<file path="config.mk">
export PLATFORM = sky130hd
export DESIGN_NAME = seq_detector_param
export DESIGN_NICKNAME = d
export VERILOG_FILES = /design/src/rtl/seq_detector_param.sv
export SDC_FILE = /design/constraint.sdc
export NUM_CORES = 1
export LEC_CHECK = 0
export CAP_MARGIN = 0
export CORE_ASPECT_RATIO = 0.7
export CORE_MARGIN = 2
export CORE_UTILIZATION = 35
export CTS_BUF_LIST = sky130_fd_sc_hd__clkbuf_4 sky130_fd_sc_hd__clkbuf_8
export CTS_CLUSTER_DIAMETER = 60
export DETAILED_ROUTE_END_ITERATION = 10
export REMOVE_ABC_BUFFERS = 1
export SETUP_SLACK_MARGIN = 0.05
export SLEW_MARGIN = 40
export SYNTH_ARGS = -nofsm -noshare
export SYNTH_HDL_FRONTEND = slang
export SYNTH_SLANG_ARGS = --single-unit
</file>
<file path="constraint.sdc">
create_clock -name clk -period 5.15 [get_ports clk]
set_input_delay 1.03 -clock clk [delete_from_list [all_inputs] [get_ports clk]]
set_output_delay 1.03 -clock clk [all_outputs]
set_load 0.02 [all_outputs]
</file>
<file path="src/rtl/seq_detector_param.sv">
`default_nettype none
// ============================================================================
//  Module      : seq_detector_param
//  Description : Runtime-programmable serial bit-pattern detector.
//                It has a pattern of 1..MAX_LEN bits and selectable
//                overlapping or non-overlapping matching.
//                It drives a same-cycle Mealy match pulse on `out`.
//                Optional macro SEQDET_COUNT_EN builds a saturating match
//                counter with a clear input. When the macro is undefined,
//                match_count is tied to zero and cnt_clr is ignored.
//  Revision    : 1.0 - initial release
// ============================================================================
module seq_detector_param #(
    parameter int                 MAX_LEN     = 8,
    parameter int                 LEN_W       = $clog2(MAX_LEN) + 1,
    parameter int                 CNT_W       = 8,
    parameter logic [MAX_LEN-1:0] DEF_PATTERN = 'b1101,
    parameter int                 DEF_LEN     = 4,
    parameter bit                 DEF_OVERLAP = 1'b0
) (
    input  logic               clk,
    input  logic               rst,
    input  logic               in_valid,
    input  logic               in_bit,
    input  logic               cfg_load,
    input  logic [MAX_LEN-1:0] cfg_pattern,
    input  logic [LEN_W-1:0]   cfg_len,
    input  logic               cfg_overlap,
    input  logic               cnt_clr,
    output logic               out,
    output logic [CNT_W-1:0]   match_count,
    output logic               cfg_err
);

    localparam logic [LEN_W-1:0] c_max_len = LEN_W'(MAX_LEN);
    localparam logic [LEN_W-1:0] c_def_len = LEN_W'(DEF_LEN);

    // Latched configuration
    logic [MAX_LEN-1:0] r_pat;
    logic [LEN_W-1:0]   r_len;
    logic               r_ovl;
    logic               r_err;

    // Bit history (newest at bit 0) and count of accepted bits
    logic [MAX_LEN-1:0] r_hist;
    logic [LEN_W-1:0]   r_fill;

    logic [MAX_LEN-1:0] w_window;
    logic [MAX_LEN-1:0] w_mask;
    logic               w_fill_ok;
    logic               w_pat_ok;
    logic               w_match;
    logic               w_len_bad;

    // Candidate window: the last MAX_LEN-1 accepted bits plus the live bit
    assign w_window = {r_hist[MAX_LEN-2:0], in_bit};

    // Only the low `len` bits of the window and pattern take part in the compare
    always_comb begin
        w_mask = '0;
        for (int i = 0; i < MAX_LEN; i++) begin
            w_mask[i] = (i < int'(r_len));
        end
    end

    // fill >= len-1, written as fill+1 >= len so a zero length cannot underflow
    assign w_fill_ok = ({1'b0, r_fill} + (LEN_W+1)'(1)) >= {1'b0, r_len};
    assign w_pat_ok  = ((w_window ^ r_pat) & w_mask) == '0;
    assign w_match   = in_valid & ~cfg_load & ~r_err & ~rst & w_fill_ok & w_pat_ok;
    assign out       = w_match;
    assign cfg_err   = r_err;

    assign w_len_bad = (cfg_len == '0) || (int'(cfg_len) > MAX_LEN);

    // Configuration registers and error flag
    always_ff @(posedge clk) begin
        if (rst) begin
            r_pat <= DEF_PATTERN;
            r_len <= c_def_len;
            r_ovl <= DEF_OVERLAP;
            r_err <= 1'b0;
        end else if (cfg_load) begin
            r_pat <= cfg_pattern;
            r_len <= cfg_len;
            r_ovl <= cfg_overlap;
            r_err <= w_len_bad;
        end
    end

    // Shift history; a non-overlapping match restarts from an empty history
    always_ff @(posedge clk) begin
        if (rst || cfg_load) begin
            r_hist <= '0;
            r_fill <= '0;
        end else if (in_valid && !r_err) begin
            if (w_match && !r_ovl) begin
                r_hist <= '0;
                r_fill <= '0;
            end else begin
                r_hist <= {r_hist[MAX_LEN-2:0], in_bit};
                if (r_fill != c_max_len) begin
                    r_fill <= r_fill + LEN_W'(1);
                end
            end
        end
    end

`ifdef SEQDET_COUNT_EN
    localparam logic [CNT_W-1:0] c_cnt_max = '1;

    logic [CNT_W-1:0] r_cnt;

    // Saturating match counter; any clear source beats a coincident match
    always_ff @(posedge clk) begin
        if (rst || cfg_load || cnt_clr) begin
            r_cnt <= '0;
        end else if (w_match && (r_cnt != c_cnt_max)) begin
            r_cnt <= r_cnt + CNT_W'(1);
        end
    end

    assign match_count = r_cnt;

    // The oldest history bit only ever leaves the window
    logic w_unused_bits;
    assign w_unused_bits = r_hist[MAX_LEN-1];
`else
    assign match_count = '0;

    // Without the counter the clear input has no function
    logic w_unused_bits;
    assign w_unused_bits = cnt_clr ^ r_hist[MAX_LEN-1];
`endif

endmodule
`default_nettype wire

</file>
==> flow_summary_export.csv <==
group,metric,value,unit
synth,synthDistinctLibCells,33,
sta,tns,0,ns
floorplan,core,3580,um2
power,ir_drop,0.160,mV
worst_setup_path,worstSetupPathType,"in -> out",
synth,synth-edff-count,0,
worst_setup_path,worstSetupStartpointType,"input pin",
synth,synthTopCellsByArea,"dfxtp_1 38%, mux2i_1 9.8%, a32o_2 6.8%",
power,p_total,0.391,mW
floorplan,io_pins,29,
clock_tree,clk_pin_slew_worst_paths,0.09,ns
floorplan,initial_core_util,0.371,
worst_setup_path,cp.arrival,3.17,ns
finish,post-route-util,0.442,
placed_design,gp_congestion,0.767,
clock_tree,clk_path_buf_depth,2,
sta,worst_slew_pin_slew,0.547,ns
clock_tree,cts-root-buf,"clkbuf_8",
global_route,gr-usage-all-layers,0.135,
sta,timing.hold.ws,0.503,ns
synth,ys_ff_latch,25,
sta,fin_crit_sh,0.816,
min_path,hp-class,"reg -> reg",
sta,slew_violations,0,
detailed_routing,routed.top_layer,"met4",
floorplan,die_h,55.6,um
synth,ys.flop_type,"dfxtp_1",
finish,area_growth,19.0,%
worst_setup_path,critPathLaunch,"in_valid",
detailed_routing,route.met3.wl,103,um
detailed_routing,vias,1008,
min_path,worstHoldStart,"cfg_err$_SDFFE_PP0P_",
global_route,grt_pass1_wl,4660,um
power,cellLeakagePower,0.694,nW
floorplan,fp-row-count,18,
clock_tree,numCtsBuffers,3,
flow_run,drv_cap,0,
placed_design,dp_hpwl,2170,um
detailed_routing,dr_wl_met2,1170,um
detailed_routing,wl,2750,um
detailed_routing,drtIter0Drc,90,
power,power.density,247,nW/um2
sta,setup_viol,0,
detailed_routing,wl_met1,1460,um
global_route,grt_max_degree,18,
synth,synth-warning-count,0,
placed_design,pre_cts_ws,0.970,ns
finish,design_area,1580,um2
sta,skew,0.00129,ns
detailed_routing,antenna_left,0,
clock_tree,post_cts_buffers,0,
clock_tree,clk_latency,0.27,ns
worst_setup_path,timing.rr.start,"r_fill[0]$_SDFFE_PP0P_",
detailed_routing,drc,0,
floorplan,die_area,4320,um2
detailed_routing,wl_per_cell,13.3,um
sta,slew_headroom,0.633,
clock_tree,cts.repair.resized,0,
placed_design,dpl-instance-area,1540,um2
clock_tree,cts_tree,"done",
worst_setup_path,r2r_cells,8,
detailed_routing,firstDrtPassIters,5,
finish,post_layout_nonfiller_instances,207,
sta,max_freq,0.238,GHz
clock_tree,holdBufCountCts,0,
clock_tree,htree_levels,1,
synth,synth_top_area_cell,"dfxtp_1",
floorplan,fp.dieW,77.7,um
finish,num_antenna_cells,0,
sta,rsz0062_at_grt,"false",
worst_setup_path,end_kind,"output pin",
synth,async_reset_ff_frac,0,
worst_setup_path,critPathRequiredTime,4.12,ns
synth,netlist_area,1330,um2
sta,layout_min_cycle_time,4.20,ns
clock_tree,cts_sinks,25,
min_path,holdPathStages,2,
finish,fin_nets,183,
finish,final_layout_size_suffix_gt1_frac,0.140,
run_status,status,"complete, no violations",
global_route,first_global_vias,1024,
synth,synth_top_area_frac,0.376,
synth,syn_inst,138,
synth,syn_area_per_cell,9.64,um2
placed_design,dp_cells,203,
detailed_routing,via_per_inst,4.87,
placed_design,port_buffers,19,
global_route,grt_overflow,0,
global_route,antenna_found_initial,0,
sta,hold_viol,0,
sta,timing.final.ws_setup,0.948,ns
synth,ys_seq_area_frac,0.376,
worst_setup_path,critPathMaxFanout,12,
[layout by cell type, fill, tap and decap left out, types with 4 or more instances in the layout]
master	synthesis	routed
nor2_1	14	14
ha_1	6	6
dfxtp_1	25	25
inv_1	6	6
clkdlybuf4s50_1	0	19
conb_1	1	8
mux2i_1	13	13
o21ai_0	6	6
xnor2_1	7	7
a32o_2	8	8
xor2_1	4	4
nand2_1	8	8
[state kept, by name (all words and copies together) (netlist names)]
signal	flops
r_len	4
r_pat	8
r_ovl	1
cfg_err	1
r_hist	7
r_fill	4
[layer usage]
layer / vias to the layer above / GRT usage
met5: - / 0
met4: 0 / 0.0306
met3: 3 / 0.0406
met2: 20 / 0.213
met1: 474 / 0.183
li1: 511 / -
[Yosys cell counts, types with 3 or more instances]
master,number
a211oi_1,3
a31oi_1,3
a32o_2,8
buf_4,8
dfxtp_1,25
ha_1,6
inv_1,6
mux2i_1,13
nand2_1,8
nand3_1,3
nor2_1,14
o21ai_0,6
xnor2_1,7
xor2_1,4
[cell type report]
class | instances | area [um2]
Fill cell | 353 | 2000
Multi-Input combinational cell | 101 | 746
Sequential cell | 25 | 500
Timing Repair Buffer | 21 | 205
Tap cell | 50 | 62.6
Clock buffer | 3 | 41.3
Inverter | 6 | 22.5
Clock inverter | 1 | 5.00
[report_power, final]
part / total [mW] / internal, mW / switching [mW]
Sequential: 0.209 / 0.201 / 0.00810
Clock: 0.118 / 0.0542 / 0.0638
Combinational: 0.0637 / 0.0306 / 0.0331
Total: 0.391 / 0.286 / 0.105
[worst max-delay path: stages]
cell	delay, ns
clkdlybuf4s50_1	0.45
and2b_1	0.40
o211ai_1	0.17
a221oi_2	0.25
and4_2	0.26
clkdlybuf4s50_1	0.60
[worst paths after layout]
check,to,slack (ns)
worst max-delay path,out,0.95
worst min-delay path,cfg_err$_SDFFE_PP0P_,0.50
worst max register to register,r_hist[6]$_SDFFE_PP0P_,2.86
worst min register to register,cfg_err$_SDFFE_PP0P_,0.50
[cells by family (layout without fill, tap and decap cells)]
logic type | Yosys count | count (layout) | share of synthesized area
mux | 13 | 13 | 0.0978
other cells | 1 | 8 | 0.00282
buf+inv | 19 | 31 | 0.0828
flops | 25 | 25 | 0.376
fa+ha+maj | 6 | 6 | 0.0564
compound gates | 26 | 26 | 0.160
xor+xnor | 11 | 11 | 0.0724
simple gates | 37 | 37 | 0.151
Power figures use the tool's default switching activity.
